## src/rtl/rc4_prga_decrypt.sv

```systemverilog
// RC4 PRGA engine: walks the keystream over a pre-scheduled S RAM, XORs it with the
// ciphertext ROM and writes plaintext, optionally aborting on the first implausible byte.
module rc4_prga_decrypt #(
    parameter int unsigned MSG_LEN  = 32,
    parameter int unsigned MSG_AW   = 5,
    parameter bit          CHECK_EN = 1'b1,
    parameter logic [7:0]  CHAR_LO  = 8'h61,
    parameter logic [7:0]  CHAR_HI  = 8'h7A
) (
    input  logic              clk,
    input  logic              rst_n,
    input  logic              start,
    output logic              busy,
    output logic              done,
    output logic              fail,
    output logic [MSG_AW-1:0] bad_idx,
    output logic [7:0]        s_addr,
    output logic [7:0]        s_wdata,
    output logic              s_wren,
    input  logic [7:0]        s_q,
    output logic [MSG_AW-1:0] m_addr,
    input  logic [7:0]        m_q,
    output logic [MSG_AW-1:0] d_addr,
    output logic [7:0]        d_wdata,
    output logic              d_wren
);

    typedef enum logic [3:0] {
        StIdle, StSi, StLi, StSj, StLj, StWi, StWj, StSf, StLf, StWd, StDone
    } state_e;

    localparam logic [MSG_AW-1:0] LastIdx = MSG_AW'(MSG_LEN - 1);

    state_e state_q, state_d;

    logic [7:0]        i_q, i_d, j_q, j_d, si_q, si_d, sj_q, sj_d, f_q, f_d, c_q, c_d;
    logic [MSG_AW-1:0] k_q, k_d, bad_idx_q, bad_idx_d;
    logic              fail_q, fail_d;
    logic [7:0]        plain;
    logic              plain_ok;
    logic              accept;

    assign plain    = f_q ^ c_q;
    assign plain_ok = !CHECK_EN || (plain == 8'h20) || ((plain >= CHAR_LO) && (plain <= CHAR_HI));
    // DONE also accepts so a held start gives back-to-back runs.
    assign accept   = start && ((state_q == StIdle) || (state_q == StDone));

    always_ff @(posedge clk or negedge rst_n) begin
        if (!rst_n) begin
            state_q <= StIdle;
        end else begin
            state_q <= state_d;
        end
    end

    always_comb begin
        state_d = state_q;
        unique case (state_q)
            StIdle:  if (start) state_d = StSi;
            StSi:    state_d = StLi;
            StLi:    state_d = StSj;
            StSj:    state_d = StLj;
            StLj:    state_d = StWi;
            StWi:    state_d = StWj;
            StWj:    state_d = StSf;
            StSf:    state_d = StLf;
            StLf:    state_d = StWd;
            StWd:    state_d = (!plain_ok || (k_q == LastIdx)) ? StDone : StSi;
            StDone:  state_d = start ? StSi : StIdle;
            default: state_d = StIdle;
        endcase
    end

    always_comb begin
        i_d       = i_q;
        j_d       = j_q;
        k_d       = k_q;
        si_d      = si_q;
        sj_d      = sj_q;
        f_d       = f_q;
        c_d       = c_q;
        fail_d    = fail_q;
        bad_idx_d = bad_idx_q;
        if (accept) begin
            i_d       = 8'd0;
            j_d       = 8'd0;
            k_d       = '0;
            fail_d    = 1'b0;
            bad_idx_d = '0;
        end
        unique case (state_q)
            StSi: i_d = i_q + 8'd1;
            StLi: begin
                si_d = s_q;
                j_d  = j_q + s_q;
            end
            StLj: sj_d = s_q;
            StLf: begin
                f_d = s_q;
                c_d = m_q;
            end
            StWd: begin
                if (!plain_ok) begin
                    fail_d    = 1'b1;
                    bad_idx_d = k_q;
                end else if (k_q != LastIdx) begin
                    k_d = k_q + 1'b1;
                end
            end
            default: ;
        endcase
    end

    always_ff @(posedge clk or negedge rst_n) begin
        if (!rst_n) begin
            i_q       <= 8'd0;
            j_q       <= 8'd0;
            k_q       <= '0;
            si_q      <= 8'd0;
            sj_q      <= 8'd0;
            f_q       <= 8'd0;
            c_q       <= 8'd0;
            fail_q    <= 1'b0;
            bad_idx_q <= '0;
        end else begin
            i_q       <= i_d;
            j_q       <= j_d;
            k_q       <= k_d;
            si_q      <= si_d;
            sj_q      <= sj_d;
            f_q       <= f_d;
            c_q       <= c_d;
            fail_q    <= fail_d;
            bad_idx_q <= bad_idx_d;
        end
    end

    always_comb begin
        busy    = (state_q != StIdle);
        done    = (state_q == StDone);
        fail    = fail_q;
        bad_idx = bad_idx_q;
        s_addr  = 8'd0;
        s_wdata = 8'd0;
        s_wren  = 1'b0;
        // k is stable for the whole byte, so the ROM output is valid whenever LF samples it.
        m_addr  = ((state_q != StIdle) && (state_q != StDone)) ? k_q : '0;
        d_addr  = '0;
        d_wdata = 8'd0;
        d_wren  = 1'b0;
        unique case (state_q)
            StSi: s_addr = i_q + 8'd1;
            StSj: s_addr = j_q;
            StWi: begin
                s_addr  = i_q;
                s_wdata = sj_q;
                s_wren  = 1'b1;
            end
            StWj: begin
                s_addr  = j_q;
                s_wdata = si_q;
                s_wren  = 1'b1;
            end
            StSf: s_addr = si_q + sj_q;
            StWd: begin
                d_addr  = k_q;
                d_wdata = plain;
                d_wren  = 1'b1;
            end
            default: ;
        endcase
    end

endmodule

```

## config.mk

```make
export PLATFORM = sky130hd
export DESIGN_NAME = rc4_prga_decrypt
export DESIGN_NICKNAME = d
export VERILOG_FILES = /design/src/rtl/rc4_prga_decrypt.sv
export SDC_FILE = /design/constraint.sdc
export NUM_CORES = 1
export LEC_CHECK = 0
export CAP_MARGIN = 10
export CORE_ASPECT_RATIO = 0.9
export CORE_MARGIN = 3
export CORE_UTILIZATION = 45
export CTS_CLUSTER_SIZE = 12
export DETAILED_ROUTE_END_ITERATION = 12
export GPL_ROUTABILITY_DRIVEN = 0
export PLACE_DENSITY = 0.7
export SLEW_MARGIN = 20
export SYNTH_ARGS = -nofsm -noshare
export SYNTH_HDL_FRONTEND = slang
export SYNTH_SLANG_ARGS = --single-unit
```

## constraint.sdc

```tcl
create_clock -name clk -period 4.54 [get_ports clk]
set_input_delay 0.908 -clock clk [delete_from_list [all_inputs] [get_ports clk]]
set_output_delay 0.908 -clock clk [all_outputs]
set_load 0.02 [all_outputs]
```

# Yosys cells after proc, flatten, opt, wreduce, memory -nomap -nowiden
# Index checks and enable logic that the tools add are counted.
# totals
inputBits,19
output_inout_bits,44
word_cells,69
reg_bits,63
# op_classes
n_eq_ne,15
reduce_logical,13
bitwise,1
add_sub_neg,4
magnitude_cmp,2
n_mux,24
# op_table
op,count
$mux 5,9
$pmux 4 s11,1
$mux 8,4
$pmux 8 s4,1
$add 8x8->8,2
$eq 4x3->1 const B,4
$pmux 8 s2,1
$eq 4x4->1 const B,3
$add 8x1->8 const B,1
$eq 4x2->1 const B,2
$eq 8x6->1 const B,1
$ge 8x7->1 const B,1
$le 8x7->1 const B,1
$mux 4,2
$xor 8x8->8,1
$mux 1,6
$add 5x1->5 const B,1
$eq 5x5->1 const B,1
$ne 5x5->1 const B,1
$eq 4x1->1 const B,1
$logic_not 4->1,1
$ne 4x4->1 const B,1
$reduce_bool 2->1,2
$reduce_bool 4->1,1
other kinds (5),10

# Longest topological paths before layout
# Gate-level depths: netlist (run 1).
# depth
ltp_word,8
mapped_depth,9
mapped_depth_nobuf,9

# Worst setup path before layout (run 1)
# OpenSTA, ideal clock, no wires.
# synth_path
path_kind,flip-flop to output port
start,register si_q[1]
end,output port s_addr[7]
stages_incl_launch_ff,8
path_slack_ns,1.654
arrival_ns,1.978
path_buffers,0
cell_sequence,dfrtp_1 > ha_1 > a21oi_1 > nor2b_1 > o31a_1 > o41ai_1 > xnor2_1 > o21ai_0
# synth_via
elab_chain_cells,2
# synth_lines
element,line,text
from (decl),36,"logic [7:0] i_q, i_d, j_q, j_d, si_q, si_d, sj_q, sj_d, f_q, f_d, c_q, c_d;"
from (signal assigned),129,si_q <= si_d;
$add 8x8->8,164,StSf: s_addr = si_q + sj_q;
$pmux 8 s4,151,unique case (state_q)
to (decl),17,"output logic [7:0] s_addr,"
# No other way between the ends.

# Worst setup path in the final report (run 1)
# layout_path
start,register state_q[1]
end,output port s_addr[7]
# layout_via
elab_chain_cells,3
word_cells_on_any_way,7
cone_classes,eq/ne (5); mux (1); reduce/logical (1)
# layout_lines
element,line,text
from (decl),34,"state_e state_q, state_d;"
from (signal assigned),50,state_q <= StIdle;
from (signal assigned),52,state_q <= state_d;
$eq 4x3->1 / $eq 4x2->1 (equally long branches),151,
$reduce_or 2->1 (no source line),n/a,
$pmux 8 s4 (*),151,
# Mark *: on every way between the ends. The rest lies on a longest branch, timed or not.

==> results of run 1 <==
through the flow:
| step | instance area [µm²] | utilization | std cells | setup WS [ns] |
|---|---|---|---|---|
| 2_1_floorplan | 3761 | - | 397 | 1.654 |
| 3_3_place_gp | 4457 | 0.5681 | 544 | 1.192 |
| 3_5_place_dp | 4457 | 0.5681 | 544 | 1.152 |
| 4_1_cts | 4701 | 0.5992 | 560 | 0.7521 |
| 5_1_grt | 4703 | 0.5995 | 560 | 0.5259 |
| 6_report | 4703 | 0.5995 | 560 | 0.7449 |
final timing paths:
kind | startpoint | to | slack (ns) | cells after the start
min in group asynchronous | rst_n | si_q[6] | 0.56 | 1
worst min register to register | i_q[7] | i_q[7] | 0.46 | 1
max in group asynchronous | rst_n | j_q[4] | 3.28 | 2
worst max register to register | state_q[0] | i_q[3] | 2.20 | 6
worst min-delay path | i_q[7] | i_q[7] | 0.46 | 1
worst max-delay path | state_q[1] | s_addr[7] | 0.74 | 6
cells in the mapped netlist (all sizes together), types with 2 or more instances:
library cell	count	area (µm²)
xnor2	10	87.58
a2bb2oi	3	32.53
a31oi	2	12.51
o21ai	28	143.9
nor3	8	50.05
or3	5	31.28
clkbuf	7	26.28
nor2b	3	18.77
fa	2	40.04
xor2	13	113.9
o41ai	2	17.52
and2	9	56.30
nand3	11	55.05
a21o	3	22.52
o211ai	5	37.54
and3	5	31.28
buf	8	43.78
or2	3	18.78
nand2b	9	71.32
mux2	23	259.0
dfrtp	63	1577
a211oi	2	15.01
a21oi	12	60.06
mux2i	12	120.1
or4	2	15.01
nand2	56	210.2
inv	17	63.81
o31ai	2	15.01
a22o	8	70.07
nor2	34	127.6
ha	17	212.7
o21a	3	22.52
registers in the layout, summed over array words and instances, names as in the netlist:
name,count
f_q,8
j_q,8
bad_idx,5
si_q,8
c_q,8
fail,1
i_q,8
k_q,5
sj_q,8
state_q,4
cell type report:
type / count / area, µm²
inverter: 17 / 63.81
sequential: 63 / 1577
multi-input combinational: 302 / 2051
timing repair buffer: 66 / 648.1
fill: 679 / 3142
tap: 96 / 120.1
clock inverter: 7 / 120.1
clock buffer: 9 / 123.9
cell usage in the layout, fill, tap and decap left out, types with 5 or more instances in the layout:
master and n:
a21oi_1 12, a22o_1 8, and2_1 9, and3_1 5, buf_4 5, clkbuf_8 9
clkdlybuf4s50_1 61, dfrtp_1 63, ha_1 17, inv_1 17, mux2_2 23, mux2i_1 12
nand2_1 56, nand2b_1 7, nand3_1 11, nor2_1 34, nor3_1 6, o211ai_1 5
o21ai_0 27, or3_1 5, xnor2_1 10, xor2_1 13
power by group:
| part | internal (mW) | switching (mW) | total [mW] | leakage, nW |
|---|---|---|---|---|
| sequential | 0.804 | 0.260 | 1.06 | 0.791 |
| clock | 0.366 | 0.231 | 0.597 | 0.120 |
| combinational | 0.874 | 1.00 | 1.88 | 1.19 |
| total | 2.04 | 1.49 | 3.54 | 2.10 |
worst register-to-register path: cells and delay by family (launching register included):
family / cells / cell delay, ns
simple gates: 4 / 1.22
flops: 1 / 0.54
compound gates: 2 / 0.45
routing by layer:
layer	routed length, µm	global-route usage	part of all wire
met4	96	0.05902	0.011
met5	0	0	0
met3	251	0.03389	0.028
met2	4231	0.3084	0.48
met1	4291	0.2931	0.48
kinds of logic after synthesis:
kind of cell	count (synthesis)	synth area share
AOI/OAI and AO/OA	78	0.1377
xor gates and xnor gates	23	0.05356
adders and majority gates	19	0.06720
buffers and inverters	32	0.03559
DFF	63	0.4192
muxes	35	0.1008
and+or+nand+nor	147	0.1860
==> metrics.cfg, run 1 <==
[status]
outcome = finished, final reports clean

[die]
fp.dieW_um = 102.4
die_h_um = 92.73
die_area_um2 = 9492
start_util = 0.4794
coreArea_um2 = 7845
ioPinCount = 63
placementRows = 30

[drt]
wl_per_cell_um = 15.84
dr_total_vias = 3115
ant_nets = 0
drc = 0
drt_wl_total_um = 8871
drt_iter0_markers = 139
dr.pass1.iters = 6
vias_per_cell = 5.563

[placement]
portBuffers = 62
hpwl_um = 6672

[yosys]
synth-edff-count = 0
synth_top_flop_cell = dfrtp_1
synthCells = 397
syn-cell-area_um2 = 3761
synth-seq-cells = 63
ys_warn_count = 0
synth-async-reset-ratio = 1.000
postSynthAreaPerCell_um2 = 9.474
seq_area_frac_synth = 0.4192
synth_cell_types = 50
syn_nets = 435

[setup_path]
crit_buf_inv = 1
crit_arrival_ns = 2.89
crit_path_end_kind = output pin
cp-start-kind = flip-flop
crit_family = simple AND/OR/NAND/NOR gates
crit_fanout = 13
critPathKind = flip-flop to output pin
critical_path_required_ns = 3.63
crit_chain = nand2b_4, nor3_1, a211oi_1, a2bb2oi_1, o21ai_0, clkdlybuf4s50_1
slowest_delay_ns = 0.71
cp_slowest_cell = nor3_1

[power_and_ir_drop]
power.density_nw_per_um2 = 752.6
irDropWorstVdd_v = 0.0002595
p_total_mw = 3.540
power_leakage_nw = 2.101

[timing]
worstMarginPinSlew_ns = 0.9109
relSlewSlack = 0.3881
fmax_ghz = 0.2635
holdWs_ns = 0.4593
final.setup.tns_ns = 0
rsz0062_at_grt = no
fin_crit_sh = 0.8359
fin_crit_ns = 3.795
slew_violations = 0
clock-skew-final_ns = 0.006368
setup_violations = 0
hold_viol = 0

[clock_tree]
cts-root-buf = clkbuf_8
cts_buffers = 9
clock_latency_ns = 0.34
tritoncts = built
cts_hold_buf = 0
htree_levels = 3
cts_setup_buffers = 0
cts.repair.resized = 0
numClockSinks = 63
cts_max_path_buffers = 2
clk_pin_slew_ns = 0.08

[global_route]
antenna_found_initial = 0
grt_first_pass_wirelength_um = 15040
overflow = 0
grt_pass1_vias = 2931
grt_use_total = 0.2018
grt_max_degree = 48

[job]
maxCapViolCount = 0

[final_layout]
final_nets = 497
diodes = 0
drive_gt1_frac = 0.1099
area_delta_synth_final_pct = 25.05

[min_path]
hp-class = flip-flop to flip-flop

Power figures use the tool's default switching activity.
==> inputs of run 2 (changes only) <==
==> constraint.sdc (replaced) <==
create_clock -name clk -period 3.6 [get_ports clk]
set_input_delay 0.72 -clock clk [delete_from_list [all_inputs] [get_ports clk]]
set_output_delay 0.72 -clock clk [all_outputs]
set_load 0.02 [all_outputs]
==> run 2 against run 1 <==
Effect of this change: clock power is 3.4% higher; count of clock-buffer cells in the layout is 3 higher; final area is 0.43% lower; combinational power is 27% higher; critical path depth is 2 lower; largest cell class unchanged; non-clock buffer count is 3 higher; hold slack worse by 0.025 ns; final cell count is 0.36% higher; sequential share of layout area is 0.14 points higher; die area stayed put.
==> metrics.cfg, run 2 (synthesis results as in run 1) <==
[timing]
rsz0062_at_grt = no
hold_viol = 0  ; unchanged
fmax_ghz = 0.3003
relSlewSlack = 0.4716  ; +0.08350
fin_crit_sh = 0.9250
worstMarginPinSlew_ns = 0.7884  ; -0.1225 ns
fin_crit_ns = 3.330
setup_violations = 0  ; unchanged
clock-skew-final_ns = 0.006184  ; -0.0001840 ns
slew_violations = 0  ; unchanged
final.setup.tns_ns = 0  ; unchanged
finalWorstSetupSlack_ns = 0.2701  ; -0.4749 ns

[final_layout]
design_area_um2 = 4683  ; -0.43%
final_nets = 500  ; +0.60%
n_fill_cell = 688  ; +1.3%
drive_gt1_frac = 0.1116  ; +0.001674
stdcell_count = 562  ; +0.36%
final_cell_mix = dfrtp_1 (63), clkdlybuf4s50_1 (59), nand2_1 (56)
diodes = 0  ; unchanged
area_delta_synth_final_pct = 24.52
final_common_cell = dfrtp_1

[job]
maxCapViolCount = 0  ; unchanged

[clock_tree]
cts_hold_buf = 0  ; unchanged
cts_max_path_buffers = 2  ; unchanged
clk_pin_slew_ns = 0.07  ; about the same
htree_levels = 3  ; unchanged
cts_buffers = 9  ; unchanged
numClockSinks = 63  ; unchanged
cts-root-buf = clkbuf_8
clock_latency_ns = 0.33  ; about the same
tritoncts = built

[setup_path]
cp-start-kind = flip-flop
critical_path_required_ns = 2.88  ; -0.75 ns
crit_path_end_kind = output pin
crit_arrival_ns = 2.61  ; -0.28 ns
crit_fanout = 16  ; +3
slowest_delay_ns = 0.66  ; -0.05 ns
cp_slowest_cell = dfrtp_1
crit_chain = nand2_1, nor2_1, a22o_1, clkdlybuf4s50_1
critPathKind = flip-flop to output pin

[placement]
placed_cell_area_um2 = 4479  ; +0.51%
portBuffers = 62  ; unchanged
hpwl_um = 6706  ; +0.51%
post-place-ws_ns = 0.4168  ; -0.7348 ns
numPlacedInstances = 547  ; +0.55%

[drt]
highest_layer = met4
drt_wl_total_um = 8783  ; -0.99%
met2WireLength_um = 4118  ; -2.7%
dr_total_vias = 3053  ; -2.0%
ant_nets = 0  ; unchanged
dr.pass1.iters = 4  ; -2
route.met3.wl_um = 372  ; +48%
drt_iter0_markers = 155  ; +12%
m1WireLength_um = 4225  ; -1.5%
wl_per_cell_um = 15.63  ; -1.3%
vias_per_cell = 5.432  ; -2.3%
drc = 0  ; unchanged

[die]
start_util = 0.4794  ; unchanged
die_h_um = 92.73  ; unchanged
placementRows = 30  ; unchanged
die_area_um2 = 9492  ; unchanged
ioPinCount = 63  ; unchanged
fp.dieW_um = 102.4  ; unchanged
coreArea_um2 = 7845  ; unchanged

[min_path]
hp-class = input port to asynchronous set/reset pin

[global_route]
antenna_found_initial = 0  ; unchanged
grt_max_degree = 33  ; -31%
grt_pass1_vias = 2898  ; -1.1%
grt_use_total = 0.1940  ; -0.007750
grt_first_pass_wirelength_um = 14660  ; -2.5%
overflow = 0  ; unchanged

[power_and_ir_drop]
power.density_nw_per_um2 = 926.7  ; +23%
irDropWorstVdd_v = 0.0003502  ; +35%
power_leakage_nw = 2.125  ; +1.2%

[status]
outcome = finished, final reports clean

==> run 2: worst max-delay path, delay by kind of cell, from the launching register on <==
kind                   cells  cell delay, ns
AOI/OAI and AO/OA          1            0.25
buffers and inverters      1            0.61
DFF                        1            0.66
and+or+nand+nor            2            0.76
==> run 2: cell type report <==
type | count | area [µm²] | area share
multi-input cells | 302 | 2052 | 0.4382
flip-flops and latches | 63 | 1577 | 0.3366
repair buffers | 69 | 673.1 | 0.1437
clock buffers | 12 | 155.1 | 0.03313
well taps | 96 | 120.1 | 0.02565
inverters | 17 | 63.81 | 0.01363
clock inverters | 3 | 42.54 | 0.009084
==> run 2: timing repair <==
action,CTS,global route
resized for setup,0,3
endpoints found under the setup margin,0,2
setup buffers,0,0
endpoints found under the hold margin,0,0
==> run 2: worst paths after layout <==
check	start	slack, ns	end	depth (start not counted)
max	state_q[2]	0.27	s_wdata[0]	4
min	rst_n	0.43	sj_q[4]	1
max reg2reg	state_q[2]	1.30	k_q[3]	5
min reg2reg	i_q[7]	0.44	i_q[7]	1
max in group asynchronous	rst_n	2.43	i_q[3]	2
min in group clk	i_q[7]	0.44	i_q[7]	1
==> run 2: where the power goes <==
part / switching [mW] / internal, mW
combinational: 1.26 / 1.12
sequential: 0.328 / 1.02
clock: 0.264 / 0.353
total: 1.85 / 2.49
==> run 2: per-stage QoR <==
stage / utilization / hold WS [ns] / total power [mW]
2_1_floorplan: - / 0.4159 / 2.976
3_3_place_gp: 0.5710 / 0.4336 / 3.668
3_5_place_dp: 0.5710 / 0.4340 / 3.730
4_1_cts: 0.5962 / 0.4434 / 4.356
5_1_grt: 0.5970 / 0.4602 / 4.689
6_report: 0.5970 / 0.4346 / 4.340
==> run 2: layer usage <==
metal  up-vias  global-route usage
met3         6             0.03991
li1       1514                   -
met2        65              0.2971
met4         0             0.04044
met1      1468              0.2839
met5         -                   0
